<file path="src/rtl/dlatch_input_conditioner.sv">
// Push-button conditioner for a downstream D latch: synchronise, debounce, then
// present a settled D level followed by a fixed-length enable pulse.
module dlatch_input_conditioner #(
   parameter int SYNC_STAGES     = 2,
   parameter int DEBOUNCE_CYCLES = 8,
   parameter int ENABLE_CYCLES   = 2,
   parameter int CNT_WIDTH       = 16
) (
   input  logic input_clock1_clk_1,
   input  logic input_reset2_rst_n_2,
   input  logic input_push_button3_btn_3,
   output logic output_led1_d_0_4,
   output logic output_led2_en_0_5,
   output logic output_led3_busy_0_6
);

   typedef enum logic [1:0] {
      IDLE   = 2'd0,
      COUNT  = 2'd1,
      SETUP  = 2'd2,
      STROBE = 2'd3
   } state_e;

   localparam logic [CNT_WIDTH-1:0] CNT_ZERO = '0;
   localparam logic [CNT_WIDTH-1:0] CNT_ONE  = CNT_WIDTH'(1);
   localparam logic [CNT_WIDTH-1:0] DEB_LAST = CNT_WIDTH'(DEBOUNCE_CYCLES - 1);
   localparam logic [CNT_WIDTH-1:0] EN_LAST  = CNT_WIDTH'(ENABLE_CYCLES - 1);

   logic [SYNC_STAGES-1:0] sync_q;
   logic                   sync;

   state_e                 state_q, state_d;
   logic   [CNT_WIDTH-1:0] cnt_q, cnt_d;
   logic                   d_q, d_d;
   logic                   en_q, en_d;
   logic                   busy_q, busy_d;

   // NOTE: sequential state uses non-blocking assignments so every flop samples
   // pre-edge values; blocking here would collapse the synchroniser chain.
   always_ff @(posedge input_clock1_clk_1 or negedge input_reset2_rst_n_2) begin
      if (!input_reset2_rst_n_2) begin
         sync_q <= '0;
      end else begin
         sync_q <= {sync_q[SYNC_STAGES-2:0], input_push_button3_btn_3};
      end
   end

   assign sync = sync_q[SYNC_STAGES-1];

   // NOTE: every output of this block gets a default before the case, so no
   // path leaves a signal unassigned and no latch is inferred.
   always_comb begin
      state_d = state_q;
      cnt_d   = cnt_q;
      d_d     = d_q;
      unique case (state_q)
         IDLE: begin
            cnt_d = CNT_ZERO;
            if (sync != d_q) state_d = COUNT;
         end
         COUNT: begin
            if (sync == d_q) begin
               state_d = IDLE;
               cnt_d   = CNT_ZERO;
            end else if (cnt_q == DEB_LAST) begin
               state_d = SETUP;
               d_d     = sync;
               cnt_d   = CNT_ZERO;
            end else begin
               cnt_d = cnt_q + CNT_ONE;
            end
         end
         SETUP: begin
            state_d = STROBE;
            cnt_d   = CNT_ZERO;
         end
         STROBE: begin
            if (cnt_q == EN_LAST) begin
               state_d = IDLE;
               cnt_d   = CNT_ZERO;
            end else begin
               cnt_d = cnt_q + CNT_ONE;
            end
         end
         default: begin
            state_d = IDLE;
            cnt_d   = CNT_ZERO;
         end
      endcase
      // Outputs are registered from the next state so they line up with it.
      en_d   = (state_d == STROBE);
      busy_d = (state_d != IDLE);
   end

   always_ff @(posedge input_clock1_clk_1 or negedge input_reset2_rst_n_2) begin
      if (!input_reset2_rst_n_2) begin
         state_q <= IDLE;
         cnt_q   <= CNT_ZERO;
         d_q     <= 1'b0;
         en_q    <= 1'b0;
         busy_q  <= 1'b0;
      end else begin
         state_q <= state_d;
         cnt_q   <= cnt_d;
         d_q     <= d_d;
         en_q    <= en_d;
         busy_q  <= busy_d;
      end
   end

   assign output_led1_d_0_4    = d_q;
   assign output_led2_en_0_5   = en_q;
   assign output_led3_busy_0_6 = busy_q;

endmodule

</file>
<file path="config.mk">
export PLATFORM = sky130hd
export DESIGN_NAME = dlatch_input_conditioner
export DESIGN_NICKNAME = d
export VERILOG_FILES = /design/src/rtl/dlatch_input_conditioner.sv
export SDC_FILE = /design/constraint.sdc
export NUM_CORES = 1
export LEC_CHECK = 0
export ABC_AREA = 1
export BUFFER_PORTS_ARGS = -buffer_cell sky130_fd_sc_hd__buf_2
export CAP_MARGIN = 20
export CORE_MARGIN = 1
export CORE_UTILIZATION = 40
export CTS_CLUSTER_DIAMETER = 40
export DETAILED_ROUTE_END_ITERATION = 7
export PLACE_DENSITY = 0.64
export RECOVER_POWER = 100
export SLEW_MARGIN = 30
export SYNTH_ARGS = -nofsm -noshare
export SYNTH_HDL_FRONTEND = slang
export SYNTH_SLANG_ARGS = --single-unit
export TNS_END_PERCENT = 5
</file>
<file path="constraint.sdc">
create_clock -name input_clock1_clk_1 -period 4.38 [get_ports input_clock1_clk_1]
set_input_delay 0.219 -clock input_clock1_clk_1 [delete_from_list [all_inputs] [get_ports input_clock1_clk_1]]
set_output_delay 0.219 -clock input_clock1_clk_1 [all_outputs]
set_load 0.005 [all_outputs]
</file>
; Word-level counts from Yosys, hierarchy flattened
; Index checks and enable logic that the tools add are counted.
[totals]
word_cells = 29
rom_bits = 0
reg_bits = 23
latchBits = 0
mem_bits_rw = 0
mem_count = 0
[op_classes]
bitwise_logic = 1
n_div = 0
muxes = 9
n_addsub = 1
magnitude_cmp = 0
n_eq_ne = 8
reduce_logical = 4
mul = 0
shift = 0
[op_table]
columns = operator, count
row1 = $mux 16, 3
row2 = $pmux 16 s3, 1
row3 = $add 16x1->16 const B, 1
row4 = $eq 16x1->1 const B, 1
row5 = $eq 16x3->1 const B, 1
row6 = $mux 2, 4
row7 = $pmux 2 s4, 1
row8 = $eq 2x2->1 const B, 3
row9 = $reduce_and 3->1, 1
row10 = $eq 2x1->1 const B, 1
row11 = $logic_not 2->1, 1
row12 = $reduce_bool 2->1, 1
row13 = $reduce_or 2->1, 1
row14 = $eq 1x1->1, 1
row15 = $ne 1x1->1, 1
row16 = $not 1->1, 1

; Logic depth before layout (Yosys ltp)
; Gate-level depths: netlist of run 1.
[logic_depth]
word_depth = 5
depth_mapped = 10

; Least setup slack after synthesis of run 1
; Ideal clock, no wire load.
[synth_path]
path_kind = input -> register
from = input port cnt_q[0]
to = register cnt_q[2]
t_arrival_ps = 1274
n_path_buf = 1
cell_stages = 10
required_time_ps = 4259
slack_ps = 2985
path_cell_list = dfrtp_1 ha_1 nand3_1 nor2_1 nand2_2 nand2_2 nand2_2 inv_4 buf_12 nor2_2
[synth_between]
elab_chain_cells = 4
word_cells_on_any_way = 7
cone_classes = add/sub (1) / eq/ne (2) / mux (4)
[synth_rtl]
columns = element, line
row1 = start: declaration, 33  ; logic [CNT_WIDTH-1:0] cnt_q, cnt_d;
row2 = $add 16x1->16 or $eq 16x3->1 (tied branches), "70, 82, 65"
row3 = $mux 16, 65  ; end else if (cnt_q == DEB_LAST) begin
row4 = $mux 16, 62  ; if (sync == d_q) begin
row5 = $pmux 16 s3 *, 56  ; unique case (state_q)
row6 = via cnt_d[2], 33
; Mark *: on every way through the listed nets, which the timed path passes. The rest lies on a longest branch.
; A chain may end at the register's enable or synchronous reset.

; Worst setup path in the final report of run 1
[layout_path]
from = input port cnt_q[0]
to = register cnt_q[11]
; The elaborated chain is that of the path after synthesis.

==> results of run 1 <==
==> layout by cell type, fill, tap and decap left out, types with 3 or more instances in the layout <==
master                     netlist  routed
sky130_fd_sc_hd__nand2_1        40      42
sky130_fd_sc_hd__inv_1          14      14
sky130_fd_sc_hd__nor2_1         28      28
sky130_fd_sc_hd__dfrtp_1        23      23
sky130_fd_sc_hd__xor2_1          4       4
sky130_fd_sc_hd__xnor2_1         5       5
sky130_fd_sc_hd__nor2_2         13      13
sky130_fd_sc_hd__clkbuf_1        0       4
sky130_fd_sc_hd__clkbuf_4        0       3
sky130_fd_sc_hd__nand3_1         9       9
==> worst min-delay path by stage <==
stage | endpoint | cells after the start | slack (ns) | from
after floorplan | cnt_q[0] | 0 | -0.08 | input_reset2_rst_n_2
after global placement | cnt_q[10] | 1 | 0.21 | input_reset2_rst_n_2
after detailed placement | cnt_q[10] | 1 | 0.22 | input_reset2_rst_n_2
after CTS | sync_q[1] | 0 | 0.38 | sync_q[0]
after global routing | sync_q[1] | 0 | 0.39 | sync_q[0]
final | sync_q[1] | 0 | 0.39 | sync_q[0]
==> metrics by stage <==
stage	power [mW]	cells
final	0.343	192
after global routing	0.364	192
after CTS	0.350	192
after detailed placement	0.251	186
after global placement	0.250	186
after floorplan	0.245	151
==> worst max-delay path, stage by stage, from the launching register on <==
cell                         delay [ns]
sky130_fd_sc_hd__dfrtp_1           0.45
sky130_fd_sc_hd__ha_1              0.27
sky130_fd_sc_hd__nand3_1           0.10
sky130_fd_sc_hd__nor2_1            0.06
sky130_fd_sc_hd__nand2_2           0.07
sky130_fd_sc_hd__nand2_1           0.05
sky130_fd_sc_hd__nand2_1           0.10
sky130_fd_sc_hd__clkinvlp_2        0.58
sky130_fd_sc_hd__nor2_1            0.27
==> routing by layer <==
| metal | global-route usage [%] | share of wire [%] |
|---|---|---|
| met1 | 20.8 | 49 |
| met2 | 25.9 | 47 |
| met3 | 5.30 | 3.0 |
| met4 | 4.88 | 1.0 |
| met5 | 0 | 0 |
==> registers in the layout, summed over array words and instances (netlist names) <==
register / count
sync_q: 2
output_led3_busy_0_6: 1
output_led2_en_0_5: 1
cnt_q: 16
output_led1_d_0_4: 1
state_q: 2
==> timing repair <==
action,4_1_cts,5_1_grt
hold buffers,2,0
hold endpoints to repair,24,0
setup buffers,0,0
==> cells by family (layout without fill, tap and decap cells) <==
| group | Yosys count | count (layout) | share of synthesized area [%] |
|---|---|---|---|
| xor+xnor | 9 | 9 | 6.55 |
| compound gates | 4 | 4 | 1.66 |
| flops | 23 | 23 | 47.8 |
| simple gates | 97 | 97 | 35.3 |
| buf+inv | 16 | 26 | 6.55 |
| fa+ha+maj | 2 | 2 | 2.08 |
==> final cells by class <==
cell class              instances  area (sq um)
fillers                       299          1520
flip-flops and latches         23           576
multi-input cells             112           544
inverters                      15          57.6
repair buffers                  7          41.3
well taps                      31          38.8
clock buffers                   4          26.3
==> power groups by stage <==
stage	clock [mW]	sequential (mW)	combinational [mW]
4_1_cts	0.101	0.221	0.0273
3_3_place_gp	0	0.225	0.0252
5_1_grt	0.112	0.222	0.0298
2_1_floorplan	0	0.225	0.0198
6_report	0.0964	0.222	0.0250
3_5_place_dp	0	0.225	0.0259
==> impl_summary.md, run 1 <==
Logic synthesis
After synthesis the cells add up to 1200 sq um. After synthesis the netlist holds a flip-flop and latch count of 23. The cell with the most instances after synthesis is sky130_fd_sc_hd__nand2_1. In the post-synthesis netlist, the biggest area contributors are sky130_fd_sc_hd__dfrtp_1 (48%), sky130_fd_sc_hd__nand2_1 (12%), sky130_fd_sc_hd__nor2_1 (8.7%).

In the synthesized netlist the dominant register cell turns out to be sky130_fd_sc_hd__dfrtp_1. Yosys printed 0 warnings. After technology mapping, the gate count stands at 151. The count of unique library cells instantiated by Yosys is 16. By count the netlist is led by sky130_fd_sc_hd__nand2_1 (40), sky130_fd_sc_hd__nor2_1 (28), sky130_fd_sc_hd__dfrtp_1 (23). The top cell type by area accounts for 47.8% of the synthesized area.

The number of enable-type register cells in the synthesized netlist is 0. Synthesis produced a netlist with a net count of ~160. The library cell occupying the most area in the post-synthesis netlist is sky130_fd_sc_hd__dfrtp_1. In this run the mean area of a mapped cell was about 8 sq um. In the synthesized netlist the async set-or-reset flop fraction comes to 100%.

The share of the Yosys chip area taken by registers is between 40% and 50%.

Critical path
The worst setup path is of the flop to flop kind. The worst register-to-register path has a setup slack of between 2 and 2.5 ns. The most critical setup path has its endpoint at cnt_q[11]. The worst setup path startpoint is cnt_q[0].

The startpoint identified for the worst register-to-register timing path is cnt_q[0]. The largest fanout of any net on the critical path is 15. STA classifies the critical path startpoint as a flop. In this run the critical register-to-register path is captured at cnt_q[11]. For the worst flop-to-flop path, the logic depth is 8. The data arrival time of the critical path is 2.25 ns. The worst setup path is captured at a flop.

The data required time of the critical path is between 4 and 5 ns.

STA
The clock tree skew after final layout is 0.00542 ns. The worst slack on hold paths is 0.386 ns. The part of the cycle the worst path needs is 46.2%. The sum of negative setup slack is 0 ns. The final setup violation count is 0. Setup repair after global routing left no endpoint under its margin. The routed design could run at a clock period as short as 2.02 ns. The total count of hold-check failures in the final report is 0.

The peak clock frequency supported by timing is 494 MHz. The final count of pins violating max slew is 0. The normalized max-slew margin is 18.6%. Setup slack on the critical path of the routed design comes to 2.36 ns. For the pin with the worst max-slew slack, the measured transition is ~1.2 ns.

Floorplanning
The die covers 3230 sq um. The row count is 19. The region available for standard cell placement spans 2810 sq um.

The number of placed I/O pins is 6. The die is between 50 and 60 um tall. Measured along the x axis, the die boundary spans 56.9 um. The initial cell density of the core is 42.9%.

Pwr
The sequential group share of total power is 64.6%. Dividing total power by cell area gives a power density of 267 nW/um^2. The net switching component of the power is 82.4 uW.

Of the total power, combinational logic draws 7.3%. Of the total power, the share spent switching nets is 24.0%. The peak supply drop is 0.229 mV.

In this run the static leakage power is 0.567 nW. The internal power is 261 uW. The part of the power in the clock network is 28.1%.

Worst hold path
The worst hold path class is flop to flop.

Clocking
The clock latency on the worst-skew pair is about 0.31 ns. TritonCTS built the clock tree. The maximum clock insertion buffer count is 2.

The CTS clock-pin slew for the worst setup and hold paths is between 0.1 and 0.15 ns. Clock tree synthesis found a total of 23 sinks. The number of clock buffers added by TritonCTS is 3. The number of H-tree levels is 1. The clock tree root driver cell is sky130_fd_sc_hd__clkbuf_4.

Gates resized during post-CTS repair numbered 0.

Final layout
The final layout net count is about 170. From synthesis to final layout, the design area changed by 6.65%. The area of all placed cells without fillers is 1280 sq um. The total inserted antenna cells is 0.

In the final layout, the share of cells above drive strength 1 is a little over an eighth. At the end of the flow the core is filled with cells to between 40% and 50%.

Flow run
The count of max-cap constraint violations is 0.

Global route
The number of antenna violations at the first check in global routing is 0. In the global route stage, overall resource usage came out at between 10% and 20%. The via count of the first global-routing pass is 960. The first global-routing pass estimated 3990 um of wire. Entering global routing, the biggest net connects 24 pins. The leftover overflow at the end of global routing is 0.

Placement
Port buffering added 5 buffers. Summed over all nets, the half-perimeter wirelength after detailed placement is 1550 um. The placer's final routability congestion estimate is 0.830. The setup slack after placement is 2.84 ns. The post-placement cell area is between 1000 and 1500 sq um.

Routing
In the routed layout, each cell is associated on average with a via count of 4.78. The aggregate routed wire length is 2080 um. The remaining design rule violation count is 2. In the final routed layout, each cell accounts on average for 10.8 um. Once detail routing completed, the nets flagged for antenna violations numbered 0.

The first TritonRoute pass finished after 6 iterations. In this run, the number of DRC markers left after iteration 0 of detailed routing was 37. The routed layout has between 900 and 1000 vias.

Outcome
The final reports fail on design-rule violations. The flow ran to the end, but the final reports show violations.
Power figures use the tool's default switching activity.
==> run 2: changes to the inputs <==
Settings changed: PLACE_DENSITY 0.64 to 0.66.
Clock period 4.38 ns to 1.63 ns, I/O delays scaled along.
==> impl_summary.md, run 2 (synthesis results as in run 1) <==
Critical path
The data arrival time of the critical path is 1.63 ns (was 2.25 ns). The end of the worst register-to-register path is cnt_q[2] (was cnt_q[11]). The family of cells with the greatest summed delay on the critical path is simple AND/OR/NAND/NOR gates (unchanged). The flop-to-flop setup slack is 0.21 ns (was 2.36 ns). The kind of launch point of the worst setup path is a flop (unchanged). The depth of the most critical reg-to-reg path is 9 (was 8). The number of buffer and inverter stages on the critical path is 2 (was 1). The slowest cell on the critical path is sky130_fd_sc_hd__dfrtp_1 (was sky130_fd_sc_hd__clkinvlp_2). The category of the most critical setup path is flop to flop (unchanged). The largest fanout of any net on the critical path is 15 (unchanged). The delay contributed by the slowest stage of the critical path is 0.41 ns (was 0.58 ns). The launch point of the worst reg-to-reg path is cnt_q[1] (was cnt_q[0]). Critical path cell sequence: inv_1, ha_1, nand2_1, nor2_1, nand2_1, nand2_1, nand2_2, inv_6, nor2_1 (was ha_1, nand3_1, nor2_1, nand2_2, nand2_1, nand2_1, clkinvlp_2, nor2_1). The data required time of the critical path is 1.83 ns (was 4.61 ns). The kind of end point of the critical path is a flop (unchanged). The most used cell along the critical path is sky130_fd_sc_hd__nand2_1.

Clocking
The TritonCTS clock tree is built (unchanged). The clock latency on the worst-skew pair is 0.31 ns (about the same). The number of sinks handled by clock tree synthesis is 23 (unchanged). The CTS clock-pin slew for the worst setup and hold paths was 0.11 ns (was 0.12 ns). The total clock buffers created by CTS is 3 (unchanged).

The number of H-tree levels is 1 (unchanged). The clock tree root driver cell is sky130_fd_sc_hd__clkbuf_4 (unchanged). The maximum clock insertion buffer count is 2 (unchanged).

Floorplanning
The number of placed I/O pins is 6 (unchanged). The horizontal extent of the die is 56.9 um (unchanged). The initial cell density of the core is 42.9% (unchanged). The y dimension of the die is 56.9 um (unchanged). The area inside the core boundary is 2810 sq um (unchanged). The row count is 19 (unchanged). The area of the die is 3230 sq um (unchanged).

STA
The part of the cycle the worst path needs is 87.4% (was 46.2%). The peak clock frequency supported by timing is 702 MHz (was 494 MHz). The normalized max-slew margin is 20.7% (was 18.6%). The clock period minus final worst setup slack is 1.42 ns (was 2.02 ns). The worst slack on hold paths is 0.366 ns (was 0.386 ns). The final setup slack of the worst path is 0.206 ns (was 2.36 ns). The final setup violation count is 0 (unchanged). Unrepaired setup endpoints after global routing: no (unchanged). The final count of pins violating max slew is 0 (unchanged).

The total count of hold-check failures in the final report is 0 (unchanged). The slew at the pin closest to its max-slew limit was 1.19 ns (was 1.22 ns). The clock tree skew after final layout came to 0.00737 ns (was 0.00542 ns).

The sum of negative setup slack is 0 ns (unchanged).

Routing
The average via count per standard cell is 4.69 (was 4.78). The aggregate routed wire length is 2000 um (was 2080 um). The detail-routed net length per standard cell is 10.4 um (was 10.8 um). The remaining design rule violation count is 2 (unchanged). The count of vias placed by the detailed router is 905 (was 917).

The count of nets left with antenna violations after detail routing is 0 (unchanged). The length of the first detailed-routing pass in iterations is 6 (unchanged). The number of DRC violations after detailed-routing iteration 0 is 41 (was 37).

Global route
The leftover overflow at the end of global routing is 0 (unchanged). The wire length of the first global-routing pass is 3530 um (was 3990 um). The number of antenna violations at the first check in global routing was 0 (unchanged). The via count of the first global-routing pass is 877 (was 960). The largest net degree at the start of global routing is 24 (unchanged). The aggregate global-route resource usage came to 14.3% (was 16.1%).

Placement
The HPWL reported at the end of detailed placement is 1460 um (was 1550 um). The placer's final routability congestion estimate is 0.779 (was 0.830). The setup slack after placement is 0.116 ns (was 2.84 ns). The placed cell count was 186 (unchanged). The port buffer count is 5 (unchanged).

Final layout
The post-layout instance count excluding filler cells is 193 (was 192). The total inserted antenna cells is 0 (unchanged). The synthesis-to-layout area growth is 6.76% (was 6.65%). The most frequent standard cell in the layout excluding fill and tap cells is sky130_fd_sc_hd__nand2_1 (unchanged). The register with the most flip-flops is cnt_q (unchanged). Commonest cells after routing, fill and taps aside: sky130_fd_sc_hd__nand2_1 (40), sky130_fd_sc_hd__nor2_1 (35), sky130_fd_sc_hd__dfrtp_1 (23), sky130_fd_sc_hd__inv_1 (14), sky130_fd_sc_hd__nand3_1 (9) (was sky130_fd_sc_hd__nand2_1 (42), sky130_fd_sc_hd__nor2_1 (28), sky130_fd_sc_hd__dfrtp_1 (23), sky130_fd_sc_hd__inv_1 (14), sky130_fd_sc_hd__nor2_2 (13)). The number of flip-flops under the largest register name came to 16 (unchanged).

The ratio of cells with drive above 1 in the final layout came to 11.7% (was 13.0%). The final layout net count is 168 (was 167). Largest registers ranked by flip-flop count: cnt_q x16, state_q x2, sync_q x2 (unchanged). The count of fill cells added during filler insertion is 272 (was 299).

Worst hold path
The cell depth of the worst min-delay path was 0 (unchanged). The terminating pin of the worst hold path is sync_q[1] (unchanged). The startpoint of the worst hold path is sync_q[0] (unchanged). The worst hold path class is flop to flop (unchanged).

Outcome
Violated checks: design-rule violations (unchanged). Run status: complete, but fails checks (unchanged).

Pwr
The peak supply drop came to 0.689 mV (was 0.229 mV). The power density over the cells was 719 nW/um^2 (was 267 nW/um^2). The leakage dissipation is 0.584 nW (was 0.567 nW). The total chip power is 924 uW (was 343 uW).

Flow run
The count of max-cap constraint violations came to 0 (unchanged).
==> run 2: what timing repair did <==
action	in CTS	in global routing
endpoints found under the hold margin	24	0
setup buffers	0	1
resized for setup	0	1
endpoints found under the setup margin	0	12
hold buffers	2	0
==> run 2: through the flow <==
step / util (%) / instance area [sq um]
after floorplan: - / 1200
after global placement: 44.5 / 1250
after detailed placement: 44.5 / 1250
after CTS: 46.1 / 1290
after global routing: 45.8 / 1280
final: 45.8 / 1280
==> run 2: how the worst max path moves through the flow <==
stage / start / endpoint / slack (ns) / cells after the start
after floorplan: cnt_q[0] / cnt_q[2] / 0.24 / 9
after global placement: cnt_q[0] / cnt_q[12] / 0.17 / 8
after detailed placement: cnt_q[0] / cnt_q[9] / 0.12 / 8
after CTS: cnt_q[0] / cnt_q[9] / 0.08 / 8
after global routing: cnt_q[0] / cnt_q[10] / 0.06 / 7
final: cnt_q[1] / cnt_q[2] / 0.21 / 9
==> run 2: report_power, final <==
part	internal (mW)	switching [mW]
logic	0.0258	0.0476
clock network	0.0956	0.162
registers	0.584	0.00866
total	0.705	0.218
==> run 2: area by class of cell <==
type	instances	area (sq um)	area share, %
Clock buffer	4	26.3	2.04
Inverter	15	61.3	4.77
Multi-Input combinational cell	112	532	41.4
Sequential cell	23	576	44.8
Tap cell	31	38.8	3.02
Timing Repair Buffer	8	51.3	3.99
==> run 2: routing by layer <==
layer / share of wire (%) / GRT usage [%] / wire (um) / vias to the layer above
met4: 0.55 / 2.79 / 11 / 0
met3: 3.1 / 5.07 / 62 / 2
met1: 48 / 17.8 / 962 / 417
met2: 48 / 24.0 / 964 / 8
met5: 0 / 0 / 0 / -
li1: - / - / - / 478
==> run 3: changes to the inputs <==
Settings changed: ABC_CLOCK_PERIOD_IN_PS from default to 1630, CORE_ASPECT_RATIO from default to 1.75.
==> impl_summary.md, run 3 (synthesis results as in run 1) <==
Critical path
The delay contributed by the slowest stage of the critical path is 0.41 ns (about the same). The number of buffer and inverter stages on the critical path is 1 (was 2). The slowest cell on the critical path was sky130_fd_sc_hd__dfrtp_1 (unchanged). The kind of launch point of the worst setup path is a flop (unchanged). Critical path cell sequence: ha_2, nand3_1, nor2_1, nand2_2, nand2_2, nand2_2, inv_6, nor2_1 (was inv_1, ha_1, nand2_1, nor2_1, nand2_1, nand2_1, nand2_2, inv_6, nor2_1). The data arrival time of the critical path is 1.58 ns (was 1.63 ns). The category of the most critical setup path is flop to flop (unchanged). The kind of end point of the critical path was a flop (unchanged). The largest fanout of any net on the critical path came to 15 (unchanged). The family of cells with the greatest summed delay on the critical path is simple AND/OR/NAND/NOR gates (unchanged).

The most used cell along the critical path is sky130_fd_sc_hd__nand2_2 (was sky130_fd_sc_hd__nand2_1). The data required time of the critical path was 1.79 ns (was 1.83 ns).

Final layout
The utilization after layout is 44.6% (was 45.8%). The ratio of cells with drive above 1 in the final layout was 10.6% (was 11.7%). The area of all placed cells without fillers is 1290 sq um (was 1280 sq um). The register with the most flip-flops is cnt_q (unchanged).

The total inserted antenna cells came to 0 (unchanged). Commonest cells after routing, fill and taps aside: sky130_fd_sc_hd__nand2_1 (40), sky130_fd_sc_hd__nor2_1 (36), sky130_fd_sc_hd__dfrtp_1 (23), sky130_fd_sc_hd__inv_1 (14), sky130_fd_sc_hd__nand3_1 (9) (was sky130_fd_sc_hd__nand2_1 (40), sky130_fd_sc_hd__nor2_1 (35), sky130_fd_sc_hd__dfrtp_1 (23), sky130_fd_sc_hd__inv_1 (14), sky130_fd_sc_hd__nand3_1 (9)). The most frequent standard cell in the layout excluding fill and tap cells was sky130_fd_sc_hd__nand2_1 (unchanged). The number of flip-flops under the largest register name came to 16 (unchanged). The final layout net count was 167 (was 168).

The synthesis-to-layout area growth is 7.28% (was 6.76%). The sequential cell area is 576 sq um (unchanged). Largest registers ranked by flip-flop count: cnt_q x16, state_q x2, sync_q x2 (unchanged). The area of combinational cells with multiple inputs came to 532 sq um (unchanged). The count of fill cells added during filler insertion is 282 (was 272).

The post-layout instance count excluding filler cells came to 189 (was 193).

Placement
The setup slack after placement is 0.103 ns (was 0.116 ns). The HPWL reported at the end of detailed placement is 1590 um (was 1460 um). The port buffer count is 5 (unchanged). The post-placement cell area is 1240 sq um (was 1250 sq um). The placer's final routability congestion estimate was 0.802 (was 0.779). The placed cell count is 183 (was 186).

STA
The sum of negative setup slack is 0 ns (unchanged). The total count of hold-check failures in the final report is 0 (unchanged). The final setup slack of the worst path was 0.205 ns (was 0.206 ns). The part of the cycle the worst path needs came to 87.4% (about the same). The slew at the pin closest to its max-slew limit is 0.568 ns (was 1.19 ns).

The normalized max-slew margin is 62.1% (was 20.7%). The final count of pins violating max slew is 0 (unchanged). The clock period minus final worst setup slack is 1.42 ns (about the same). Unrepaired setup endpoints after global routing: no (unchanged). The clock tree skew after final layout is 0.00296 ns (was 0.00737 ns). The final setup violation count is 0 (unchanged).

The peak clock frequency supported by timing is 702 MHz (about the same).

Clocking
The number of sinks handled by clock tree synthesis was 23 (unchanged). The maximum clock insertion buffer count was 2 (unchanged). The number of H-tree levels was 1 (unchanged). The clock latency on the worst-skew pair is 0.26 ns (was 0.31 ns). The clock tree root driver cell was sky130_fd_sc_hd__clkbuf_8 (was sky130_fd_sc_hd__clkbuf_4). The total clock buffers created by CTS is 3 (unchanged). The number of setup buffers added after CTS is 0 (unchanged). The TritonCTS clock tree is built (unchanged). The CTS clock-pin slew for the worst setup and hold paths came to 0.08 ns (was 0.11 ns).

Routing
The count of nets left with antenna violations after detail routing is 0 (unchanged). The length of the first detailed-routing pass in iterations came to 4 (was 6). The remaining design rule violation count was 0 (was 2). The number of DRC violations after detailed-routing iteration 0 is 29 (was 41). The detail-routed net length per standard cell came to 11.3 um (was 10.4 um).

The average via count per standard cell is 4.94 (was 4.69). The count of vias placed by the detailed router is 933 (was 905). The aggregate routed wire length was 2140 um (was 2000 um).

Floorplanning
The row count is 26 (was 19). The area of the die is 3240 sq um (was 3230 sq um). The initial cell density of the core is 41.6% (was 42.9%). The horizontal extent of the die was 43.5 um (was 56.9 um).

The number of placed I/O pins is 6 (unchanged). The y dimension of the die was 74.6 um (was 56.9 um). The area inside the core boundary came to 2900 sq um (was 2810 sq um).

Global route
The via count of the first global-routing pass is 962 (was 877). The leftover overflow at the end of global routing is 0 (unchanged). The number of antenna violations at the first check in global routing was 0 (unchanged).

The aggregate global-route resource usage is 16.1% (was 14.3%). The largest net degree at the start of global routing is 24 (unchanged). The wire length of the first global-routing pass was 3860 um (was 3530 um).

Pwr
The peak supply drop is 0.434 mV (was 0.689 mV). The power density over the cells came to 786 nW/um^2 (was 719 nW/um^2). The leakage dissipation is 0.577 nW (was 0.584 nW).

Flow run
The count of max-cap constraint violations is 0 (unchanged).

Outcome
Run status: finished, final reports clean (was complete, but fails checks).

Worst hold path
The worst hold path class is input pin to asynchronous set/reset pin (was flop to flop).
-- run 3: changes by cell type in the layout (fill, tap and decap cells not counted) --
cell                       delta
sky130_fd_sc_hd__ha_2         +1
sky130_fd_sc_hd__buf_1        +1
sky130_fd_sc_hd__ha_1         -1
sky130_fd_sc_hd__clkbuf_2     +1
sky130_fd_sc_hd__buf_2        -3
sky130_fd_sc_hd__nor2_2       -1
sky130_fd_sc_hd__clkbuf_8     +3
sky130_fd_sc_hd__nor2_1       +1
sky130_fd_sc_hd__clkbuf_4     -3
sky130_fd_sc_hd__clkinv_2     +1
sky130_fd_sc_hd__buf_4        -1
-- run 3: layout make-up --
type,instances,share of cell area [%]
Clock buffer,3,3.20
Sequential cell,23,44.6
Multi-Input combinational cell,112,41.2
Tap cell,28,2.71
Timing Repair Buffer,7,3.20
Inverter,15,4.75
Clock inverter,1,0.388
-- run 3: final timing paths --
check | startpoint | end | slack, ns | cells past startpoint
worst max-delay path | cnt_q[0] | cnt_q[14] | 0.21 | 8
worst min-delay path | input_reset2_rst_n_2 | output_led3_busy_0_6 | 0.34 | 2
worst max register to register | cnt_q[0] | cnt_q[14] | 0.21 | 8
worst min register to register | sync_q[0] | sync_q[1] | 0.36 | 0
max in group asynchronous | input_reset2_rst_n_2 | cnt_q[11] | 0.91 | 2
min in group input_clock1_clk_1 | sync_q[0] | sync_q[1] | 0.36 | 0
-- run 3: where the power goes --
| group | switching [mW] | internal, mW |
|---|---|---|
| registers | 0.00950 | 0.584 |
| logic | 0.0451 | 0.0223 |
| clock network | 0.184 | 0.171 |
| total | 0.238 | 0.777 |
-- run 3: what timing repair did --
| item | CTS | global route |
|---|---|---|
| resized for setup | 0 | 3 |
| setup endpoints to repair | 0 | 15 |
| hold buffers | 2 | 0 |
| hold endpoints to repair | 24 | 0 |
-- run 3: routing by layer --
| metal | GRT usage, % | share of wire (%) |
|---|---|---|
| met1 | 15.5 | 38 |
| met4 | 8.33 | 2.3 |
| met5 | 0 | 0 |
| met2 | 32.3 | 58 |
| met3 | 1.46 | 1.1 |
-- run 3: through the flow --
stage | power [mW] | hold WS (ns)
final | 1.01 | 0.338
after global routing | 1.06 | 0.373
after CTS | 1.04 | 0.342
after detailed placement | 0.675 | 0.0883
after global placement | 0.670 | 0.0710
after floorplan | 0.657 | -0.214
